$ cat src/rtl/fetch_unit.sv
// Instruction-fetch front end: PC sequencing, imem word reads, ordered response buffering, redirect flush.
// Latency: imem_rvalid in cycle N gives out_valid in cycle N+1 (registered buffer, no bypass).
// Backpressure: requests issue only while outstanding+buffered < BUF_DEPTH, so every response has a slot.
//
// Ports: clk_i/rst_ni (async active-low reset), imem_req_o/imem_addr_o (request, no grant),
//        imem_rvalid_i/imem_rdata_i (in-order responses), redirect_en_i/redirect_pc_i (taken branch),
//        out_valid_o/out_ready_i/out_packet_o (fetch packet {pc[14:0], instr, 10'b0}),
//        stall_cycles_o/empty_cycles_o (perf counters).
// Optional feature macro: FETCH_PERF_CNT_EN (counters present; otherwise driven to 0).
module fetch_unit #(
    parameter logic [15:0] BOOT_PC   = 16'h0000,
    parameter int          BUF_DEPTH = 2,
    parameter int          CNT_W     = 16
) (
    input  logic             clk_i,
    input  logic             rst_ni,
    output logic             imem_req_o,
    output logic [15:0]      imem_addr_o,
    input  logic             imem_rvalid_i,
    input  logic [15:0]      imem_rdata_i,
    input  logic             redirect_en_i,
    input  logic [15:0]      redirect_pc_i,
    output logic             out_valid_o,
    input  logic             out_ready_i,
    output logic [40:0]      out_packet_o,
    output logic [CNT_W-1:0] stall_cycles_o,
    output logic [CNT_W-1:0] empty_cycles_o
);

    localparam int PW = $clog2(BUF_DEPTH);
    localparam int CW = PW + 1;

    typedef enum logic [1:0] {S_BOOT, S_RUN, S_DRAIN} state_e;

    state_e          state_q, state_d;
    logic [15:0]     pc_q, pc_d;
    logic [CW-1:0]   outst_q, outst_d;
    logic [CW-1:0]   kill_q, kill_d;
    logic [CW-1:0]   cnt_q, cnt_d;
    logic [PW-1:0]   rd_q, rd_d, wr_q, wr_d;
    logic [PW-1:0]   trd_q, trd_d, twr_q, twr_d;
    logic [30:0]     buf_q [BUF_DEPTH];   // {pc[14:0], instr[15:0]}
    logic [14:0]     tag_q [BUF_DEPTH];   // pc of each in-flight request, oldest at trd_q

    logic            rsp, redir, issue, push, pop;
    logic [CW:0]     inflight;

    always_comb begin
        // A response with nothing outstanding is a protocol error and is ignored.
        rsp      = imem_rvalid_i && (outst_q != '0);
        redir    = redirect_en_i && (state_q != S_BOOT);
        inflight = {1'b0, outst_q} + {1'b0, cnt_q};
        issue    = (state_q == S_RUN) && !redirect_en_i && (inflight < (CW+1)'(BUF_DEPTH));
        push     = rsp && (kill_q == '0) && !redir;
        pop      = (cnt_q != '0) && out_ready_i && !redir;

        state_d  = state_q;
        pc_d     = pc_q;
        outst_d  = outst_q + CW'(issue) - CW'(rsp);
        kill_d   = kill_q;
        cnt_d    = cnt_q;
        rd_d     = rd_q;
        wr_d     = wr_q;
        // Tag FIFO tracks every in-flight request, killed or not, so it stays aligned with responses.
        twr_d    = twr_q + PW'(issue);
        trd_d    = trd_q + PW'(rsp);

        if (redir) begin
            // Everything still in flight belongs to the wrong path.
            kill_d = outst_q - CW'(rsp);
            pc_d   = redirect_pc_i;
            cnt_d  = '0;
            rd_d   = '0;
            wr_d   = '0;
        end else begin
            if (rsp && (kill_q != '0)) kill_d = kill_q - 1'b1;
            if (issue) pc_d = pc_q + 16'd1;
            rd_d  = rd_q + PW'(pop);
            wr_d  = wr_q + PW'(push);
            cnt_d = cnt_q + CW'(push) - CW'(pop);
        end

        case (state_q)
            S_BOOT:  state_d = S_RUN;
            S_RUN,
            S_DRAIN: state_d = (kill_d != '0) ? S_DRAIN : S_RUN;
            default: state_d = S_BOOT;
        endcase
    end

    always_ff @(posedge clk_i or negedge rst_ni) begin
        if (!rst_ni) begin
            state_q <= S_BOOT;
            pc_q    <= BOOT_PC;
            outst_q <= '0;
            kill_q  <= '0;
            cnt_q   <= '0;
            rd_q    <= '0;
            wr_q    <= '0;
            trd_q   <= '0;
            twr_q   <= '0;
            for (int i = 0; i < BUF_DEPTH; i++) begin
                buf_q[i] <= '0;
                tag_q[i] <= '0;
            end
        end else begin
            state_q <= state_d;
            pc_q    <= pc_d;
            outst_q <= outst_d;
            kill_q  <= kill_d;
            cnt_q   <= cnt_d;
            rd_q    <= rd_d;
            wr_q    <= wr_d;
            trd_q   <= trd_d;
            twr_q   <= twr_d;
            if (issue) tag_q[twr_q] <= pc_q[14:0];
            if (push)  buf_q[wr_q]  <= {tag_q[trd_q], imem_rdata_i};
        end
    end

    assign imem_req_o   = issue;
    assign imem_addr_o  = pc_q;
    assign out_valid_o  = (cnt_q != '0);
    assign out_packet_o = out_valid_o ? {buf_q[rd_q], 10'b0} : '0;

`ifdef FETCH_PERF_CNT_EN
    logic [CNT_W-1:0] stall_q, empty_q;

    always_ff @(posedge clk_i or negedge rst_ni) begin
        if (!rst_ni) begin
            stall_q <= '0;
            empty_q <= '0;
        end else begin
            if (out_valid_o && !out_ready_i && (stall_q != '1))
                stall_q <= stall_q + 1'b1;
            if ((state_q == S_RUN) && !out_valid_o && (empty_q != '1))
                empty_q <= empty_q + 1'b1;
        end
    end

    assign stall_cycles_o = stall_q;
    assign empty_cycles_o = empty_q;
`else
    assign stall_cycles_o = '0;
    assign empty_cycles_o = '0;
`endif

`ifndef SYNTHESIS
    always_ff @(posedge clk_i) begin
        if (rst_ni && imem_rvalid_i && (outst_q == '0))
            $error("fetch_unit: imem_rvalid with no outstanding request");
    end
`endif

endmodule
$ cat config.mk
export PLATFORM = sky130hd
export DESIGN_NAME = fetch_unit
export DESIGN_NICKNAME = d
export VERILOG_FILES = /design/src/rtl/fetch_unit.sv
export SDC_FILE = /design/constraint.sdc
export NUM_CORES = 1
export LEC_CHECK = 0
export CORE_MARGIN = 2
export CORE_UTILIZATION = 40
export CTS_BUF_LIST = sky130_fd_sc_hd__clkbuf_4 sky130_fd_sc_hd__clkbuf_8
export DETAILED_ROUTE_END_ITERATION = 8
export GPL_ROUTABILITY_DRIVEN = 0
export PLACE_DENSITY = 0.67
export REMOVE_ABC_BUFFERS = 1
export SETUP_SLACK_MARGIN = 0.3
export SYNTH_ARGS = -nofsm -noshare
export SYNTH_HDL_FRONTEND = slang
export SYNTH_SLANG_ARGS = --single-unit
$ cat constraint.sdc
create_clock -name clk_i -period 3.6 [get_ports clk_i]
set_input_delay 0.36 -clock clk_i [delete_from_list [all_inputs] [get_ports clk_i]]
set_output_delay 0.36 -clock clk_i [all_outputs]
set_load 0.05 [all_outputs]
==> metrics, run 1 <==
outcome=finished clean; die height=about 130 um; first-pass GRT wire length=20500 um; row count=44; synthesized instance count=roughly 540; initial antenna violation count=0; final worst setup slack=around 0.58 ns; Ant. Diodes=0; Fin Setup TNS=0 ns; Post-CTS Repair Setup Buffers=0; final core occ=49.5%; synthesized cell area=between 5000 and 6000 um2; Final ANT Viol Nets=0; CTS buffer count=17; met1 WL=5410 um; fmax=331 MHz; Commonest cells post-synth=120 x dfrtp_1, 72 x nor2_1, 62 x mux2_2; Slew Limit Headroom=approximately 30%; DR top layer=met4; Async SR Flop Fraction=100%; total power=7.14 mW; grt total ovfl=0; Syn Area/Cell=11.1 um2; design area=between 7000 and 8000 um2; final net count=around 670; Synth area leader=dfrtp_1; Worst-Margin Slew=1.05 ns; synthesis-stage register bit count=120; metal2 WL=slightly above 6000 um; worst-skew pair later-pin latency=0.44 ns; max-slew violation count=0; Pre-Repair DR Iteration Count=7; total leakage power=3.21 nW; Max Cap Viol=0; Initial Util=between 40% and 50%; final hold vios=0; Final period util=83.9%; sequential element share of the synthesized area=around half; vias per cell=~4.8; via count=between 3000 and 4000; top cell type's share of synthesized area=between 50% and 60%; Peak VDD IR=0.391 mV; critical path peak fanout=15; top-count cell post-synth=dfrtp_1; number of global-route vias before repair=a little over 4000; minimum clock period=3.02 ns; CP Class=flip-flop to flip-flop; CTS root buffer=clkbuf_8; Core Region=approximately 15000 um2; DP Worst Slack=~0.59 ns; CP arrival=around 3.3 ns; Worst Hold Class=primary input to async pin; CP Launch Type=flip-flop; # resized after CTS=0; clock-pin slew on the worst setup and hold paths=around 0.07 ns; Area Overhead vs Synth=21.3%; TritonCTS Sinks=120; iteration-0 DRC count of the detailed router=approximately 180; clock buffer depth=2; die area=15800 um2; synth unique cells=38; gr usage total=between 10% and 20%; CP Capture Type=flip-flop; DR WL met3=626 um; CTS tree=yes; Post-Route WL=roughly 12000 um; Synth warnings=0; Post-synth EDFFs=0; CTS hold repair buffers=0; CTS HTree Levels=4; WL/cell=~15 um; layout cell share with drive strength beyond 1=18.2%; RSZ-0062 raised after global routing=false; # DRC=0; Port-buffer cells=85; Area contributors post-synth=dfrtp_1 51%, mux2_2 12%, mux2i_1 8.9%; Post-DP HPWL=about 8600 um; Chip Width=roughly 130 um; Worst Path Required=~3.9 ns; largest net degree at the start of global routing=85; Top FF cell, synth=dfrtp_1; Setup-failing EPs final=0; Area after DPL=a little under 7000 um2; total I/O pin count=128; Max Clock Skew=around 0.0078 ns; Pwr Density=about 990 nW/um2
cell usage in the layout, fill, tap and decap left out, types with 4 or more instances in the layout:
master / count
dfrtp_1: 119
clkdlybuf4s50_1: 83
nor2_1: 71
mux2_2: 62
mux2i_1: 53
conb_1: 42
a21oi_1: 30
nand2_1: 20
inv_1: 18
clkbuf_8: 18
xnor2_1: 13
buf_4: 13
o21ai_0: 12
ha_1: 11
nand3_1: 5
nor3_1: 5
nand4_1: 5
and2_1: 4
xor2_1: 4
nor4_1: 4
clkinv_2: 4
kinds of logic (layout without fill, tap and decap cells):
family / Yosys count / count (layout) / share of synthesized area [%]
mux: 115 / 115 / 20.7
flops: 120 / 120 / 50.6
buf+inv: 91 / 146 / 8.49
other cells: 1 / 42 / 0.0632
compound gates: 51 / 51 / 4.68
fa+ha+maj: 14 / 14 / 3.08
simple gates: 126 / 126 / 9.89
xor+xnor: 17 / 17 / 2.51
cell type report:
type | instances | area, um2
repair buffers | 96 | 928
flip-flops and latches | 120 | 3000
clock inverters | 14 | 125
fillers | 1319 | 7330
multi-input cells | 365 | 2600
clock buffers | 18 | 248
inverters | 18 | 67.6
well taps | 184 | 230
critical path: stages (launching register included):
cell and delay (ns):
dfrtp_1 0.42, and2_1 0.16, fa_1 0.43, or4b_1 0.53, inv_1 0.24, ha_1 0.70
mux2_2 0.42
registers in the layout (all words and copies together), names as in the netlist:
name	cells
twr_q	1
buf_q	62
kill_q	2
wr_q	1
trd_q	1
outst_q	2
cnt_q	2
tag_q	30
rd_q	1
state_q	2
imem_addr_o	16
stage by stage:
step	hold slack, ns	std cells
floorplan	0.0644	503
CTS	0.151	815
global route	0.183	815
finish	0.104	815
detailed placement	0.495	783
global placement	0.488	783
metal layers:
| metal | GRT usage (%) | vias to the layer above |
|---|---|---|
| met4 | 5.24 | 0 |
| li1 | - | 1890 |
| met3 | 5.65 | 16 |
| met1 | 19.8 | 1890 |
| met5 | 0 | - |
| met2 | 28.1 | 95 |
report_power, final:
group          internal, mW  switching (mW)  leakage, nW
logic                  1.39            2.09         1.56
registers              1.97           0.556         1.47
clock network         0.566           0.563        0.186
final timing paths:
kind,startpoint,endpoint,slack (ns),depth (start not counted)
max,cnt_q[0]$_DFF_PN0_,tag_q[12]$_DFFE_PN0P_,0.58,6
min,rst_ni,buf_q[52]$_DFFE_PN0P_,0.10,1
max reg2reg,cnt_q[0]$_DFF_PN0_,tag_q[12]$_DFFE_PN0P_,0.58,6
min reg2reg,tag_q[7]$_DFFE_PN0P_,tag_q[7]$_DFFE_PN0P_,0.51,1
max in group asynchronous,rst_ni,buf_q[44]$_DFFE_PN0P_,2.56,2
min in group clk_i,redirect_pc_i[3],imem_addr_o[3]$_DFFE_PN0P_,0.46,3
Note: power is estimated with default switching activity, not from simulation.
==> run 2: changes to the inputs <==
==> constraint.sdc (replaced) <==
create_clock -name clk_i -period 2.8 [get_ports clk_i]
set_input_delay 0.28 -clock clk_i [delete_from_list [all_inputs] [get_ports clk_i]]
set_output_delay 0.28 -clock clk_i [all_outputs]
set_load 0.05 [all_outputs]
==> metrics, run 2 (same netlist as run 1, synthesis figures left out) <==
CTS root buffer=clkbuf_8 (unchanged); reg-to-reg slack, setup=0.30 ns (was 0.58 ns); DR WL met3=551 um (was 626 um); final worst setup slack=0.248 ns (was 0.579 ns); Initial Util=40.8% (unchanged); WL/cell=15.3 um (was 15.2 um); TritonCTS Sinks=120 (unchanged); DP Worst Slack=0.131 ns (was 0.589 ns); Pwr Density=1250 nW/um2 (was 991 nW/um2); Reg with most FFs=buf_q (unchanged); # DRC=0 (unchanged); total I/O pin count=128 (unchanged); CP arrival=2.27 ns (was 3.34 ns); number of global-route vias before repair=4079 (was 4120); fmax=around 400 MHz; design area=7450 um2 (was 7200 um2); FF-to-FF Start=cnt_q[0]$_DFF_PN0_ (unchanged); Pre-Repair DR Iteration Count=4 (was 7); CTS HTree Levels=4 (unchanged); iteration-0 DRC count of the detailed router=193 (was 182); first-pass GRT wire length=21100 um (was 20500 um); Post-DP HPWL=8770 um (was 8570 um); Core Region=14500 um2 (unchanged); vias per cell=4.92 (was 4.77); clock-pin slew on the worst setup and hold paths=0.08 ns (was 0.07 ns); Max Cap Viol=0 (unchanged); Max Clock Skew=0.0111 ns (was 0.00779 ns); Peak VDD IR=0.476 mV (was 0.391 mV); Final period util=between 90% and 100%; die height=126 um (unchanged); via count=4077 (was 3891); CP Capture Type=primary output (was flip-flop); largest net degree at the start of global routing=47 (was 85); die area=15800 um2 (unchanged); grt total ovfl=0 (unchanged); final core occ=51.3% (was 49.5%); CP Class=flip-flop to primary output (was flip-flop to flip-flop); Worst Hold Class=primary input to async pin (unchanged); max-slew violation count=0 (unchanged); total power=9.33 mW (was 7.14 mW); Fill cells=1274 (was 1319); R2R depth=8 (was 6); total leakage power=3.52 nW (was 3.21 nW); commonest non-fill, non-tap cell in the layout=dfrtp_1 (unchanged); Slew Limit Headroom=35.6% (was 29.9%); Non-Filler Instances=828 (was 815); worst-skew pair later-pin latency=0.44 ns (about the same); Chip Width=126 um (unchanged); Setup-failing EPs final=0 (unchanged); Worst Hold Slack=0.317 ns (was 0.104 ns); final net count=682 (was 669); Worst-Margin Slew=0.965 ns (was 1.05 ns); CTS tree=yes (unchanged); critical path peak fanout=4 (was 15); number of flip-flops in the largest register=62 (unchanged); RR Endpoint=tag_q[26]$_DFFE_PN0P_ (was tag_q[12]$_DFFE_PN0P_); met1 WL=5460 um (was 5410 um); Final ANT Viol Nets=0 (unchanged); outcome=finished clean (unchanged); Worst Path Required=2.52 ns (was 3.92 ns); metal2 WL=6530 um (was 6140 um); final hold vios=0 (unchanged); minimum clock period=about 2.6 ns; row count=44 (unchanged); most frequent cells in the layout=119 x dfrtp_1, 71 x nor2_1, 62 x mux2_2 (was 119 x dfrtp_1, 83 x clkdlybuf4s50_1, 71 x nor2_1); DR top layer=met4 (unchanged); Fin Setup TNS=0 ns (unchanged); initial antenna violation count=0 (unchanged); gr usage total=17.1% (was 16.5%); RSZ-0062 raised after global routing=true (was false); Area after DPL=6920 um2 (was 6830 um2); placed cell count=788 (was 783); layout cell share with drive strength beyond 1=21.0% (was 18.2%); CP Launch Type=flip-flop (unchanged); clock buffer depth=2 (unchanged); Post-Route WL=12700 um (was 12400 um); Ant. Diodes=0 (unchanged); CTS buffer count=17 (unchanged); Port-buffer cells=85 (unchanged); Area Overhead vs Synth=25.5% (was 21.3%)
==> run 2: worst max path at each step <==
stage / slack (ns) / depth (start not counted) / from / end
CTS: 0.22 / 6 / outst_q[0]$_DFF_PN0_ / imem_req_o
floorplan: -0.50 / 10 / cnt_q[1]$_DFF_PN0_ / cnt_q[1]$_DFF_PN0_
global route: 0.15 / 6 / cnt_q[0]$_DFF_PN0_ / imem_req_o
detailed placement: 0.13 / 7 / cnt_q[0]$_DFF_PN0_ / tag_q[16]$_DFFE_PN0P_
global placement: 0.19 / 7 / cnt_q[0]$_DFF_PN0_ / imem_addr_o[12]$_DFFE_PN0P_
finish: 0.25 / 6 / cnt_q[0]$_DFF_PN0_ / imem_req_o
==> run 2: per-layer routing <==
| metal | GRT usage [%] | up-vias |
|---|---|---|
| met1 | 21.1 | 2020 |
| met5 | 0 | - |
| met4 | 5.04 | 0 |
| met3 | 5.06 | 14 |
| li1 | - | 1936 |
| met2 | 29.0 | 107 |
==> run 2: worst max-delay path, stage by stage, from the launching register on <==
cell and delay (ns):
dfrtp_1 0.39, and2_4 0.16, fa_1 0.43, or4b_4 0.54, inv_4 0.08, buf_6 0.11
buf_12 0.13
==> run 2: repair_timing <==
item                       in CTS  in global routing
buffers inserted                4                  1
pin swaps                       5                  1
setup endpoints to repair      72                 46
cloned                          2                  0
hold buffers                    1                  0
resized for setup              38                 11
hold endpoints to repair       28                  0
==> run 2: area by class of cell <==
cell class	instances	area (um2)	area share [%]
sequential	120	3010	40.4
multi-input combinational	365	2650	35.5
timing repair buffer	109	1100	14.7
clock buffer	17	234	3.14
tap	184	230	3.09
clock inverter	15	165	2.22
inverter	18	70.1	0.940
==> run 2: where the power goes <==
part	switching, mW	internal, mW
registers	0.712	2.54
logic	2.74	1.78
clock network	0.750	0.809
==> run 3: changes to the inputs <==
--- a/config.mk
+++ b/config.mk
@@ -13,6 +13,7 @@
 export PLACE_DENSITY = 0.67
 export REMOVE_ABC_BUFFERS = 1
 export SETUP_SLACK_MARGIN = 0.3
+export SLEW_MARGIN = 20
 export SYNTH_ARGS = -nofsm -noshare
 export SYNTH_HDL_FRONTEND = slang
 export SYNTH_SLANG_ARGS = --single-unit
==> results of run 3 <==
Final layout, timing and power as in run 2 (identical DEF).
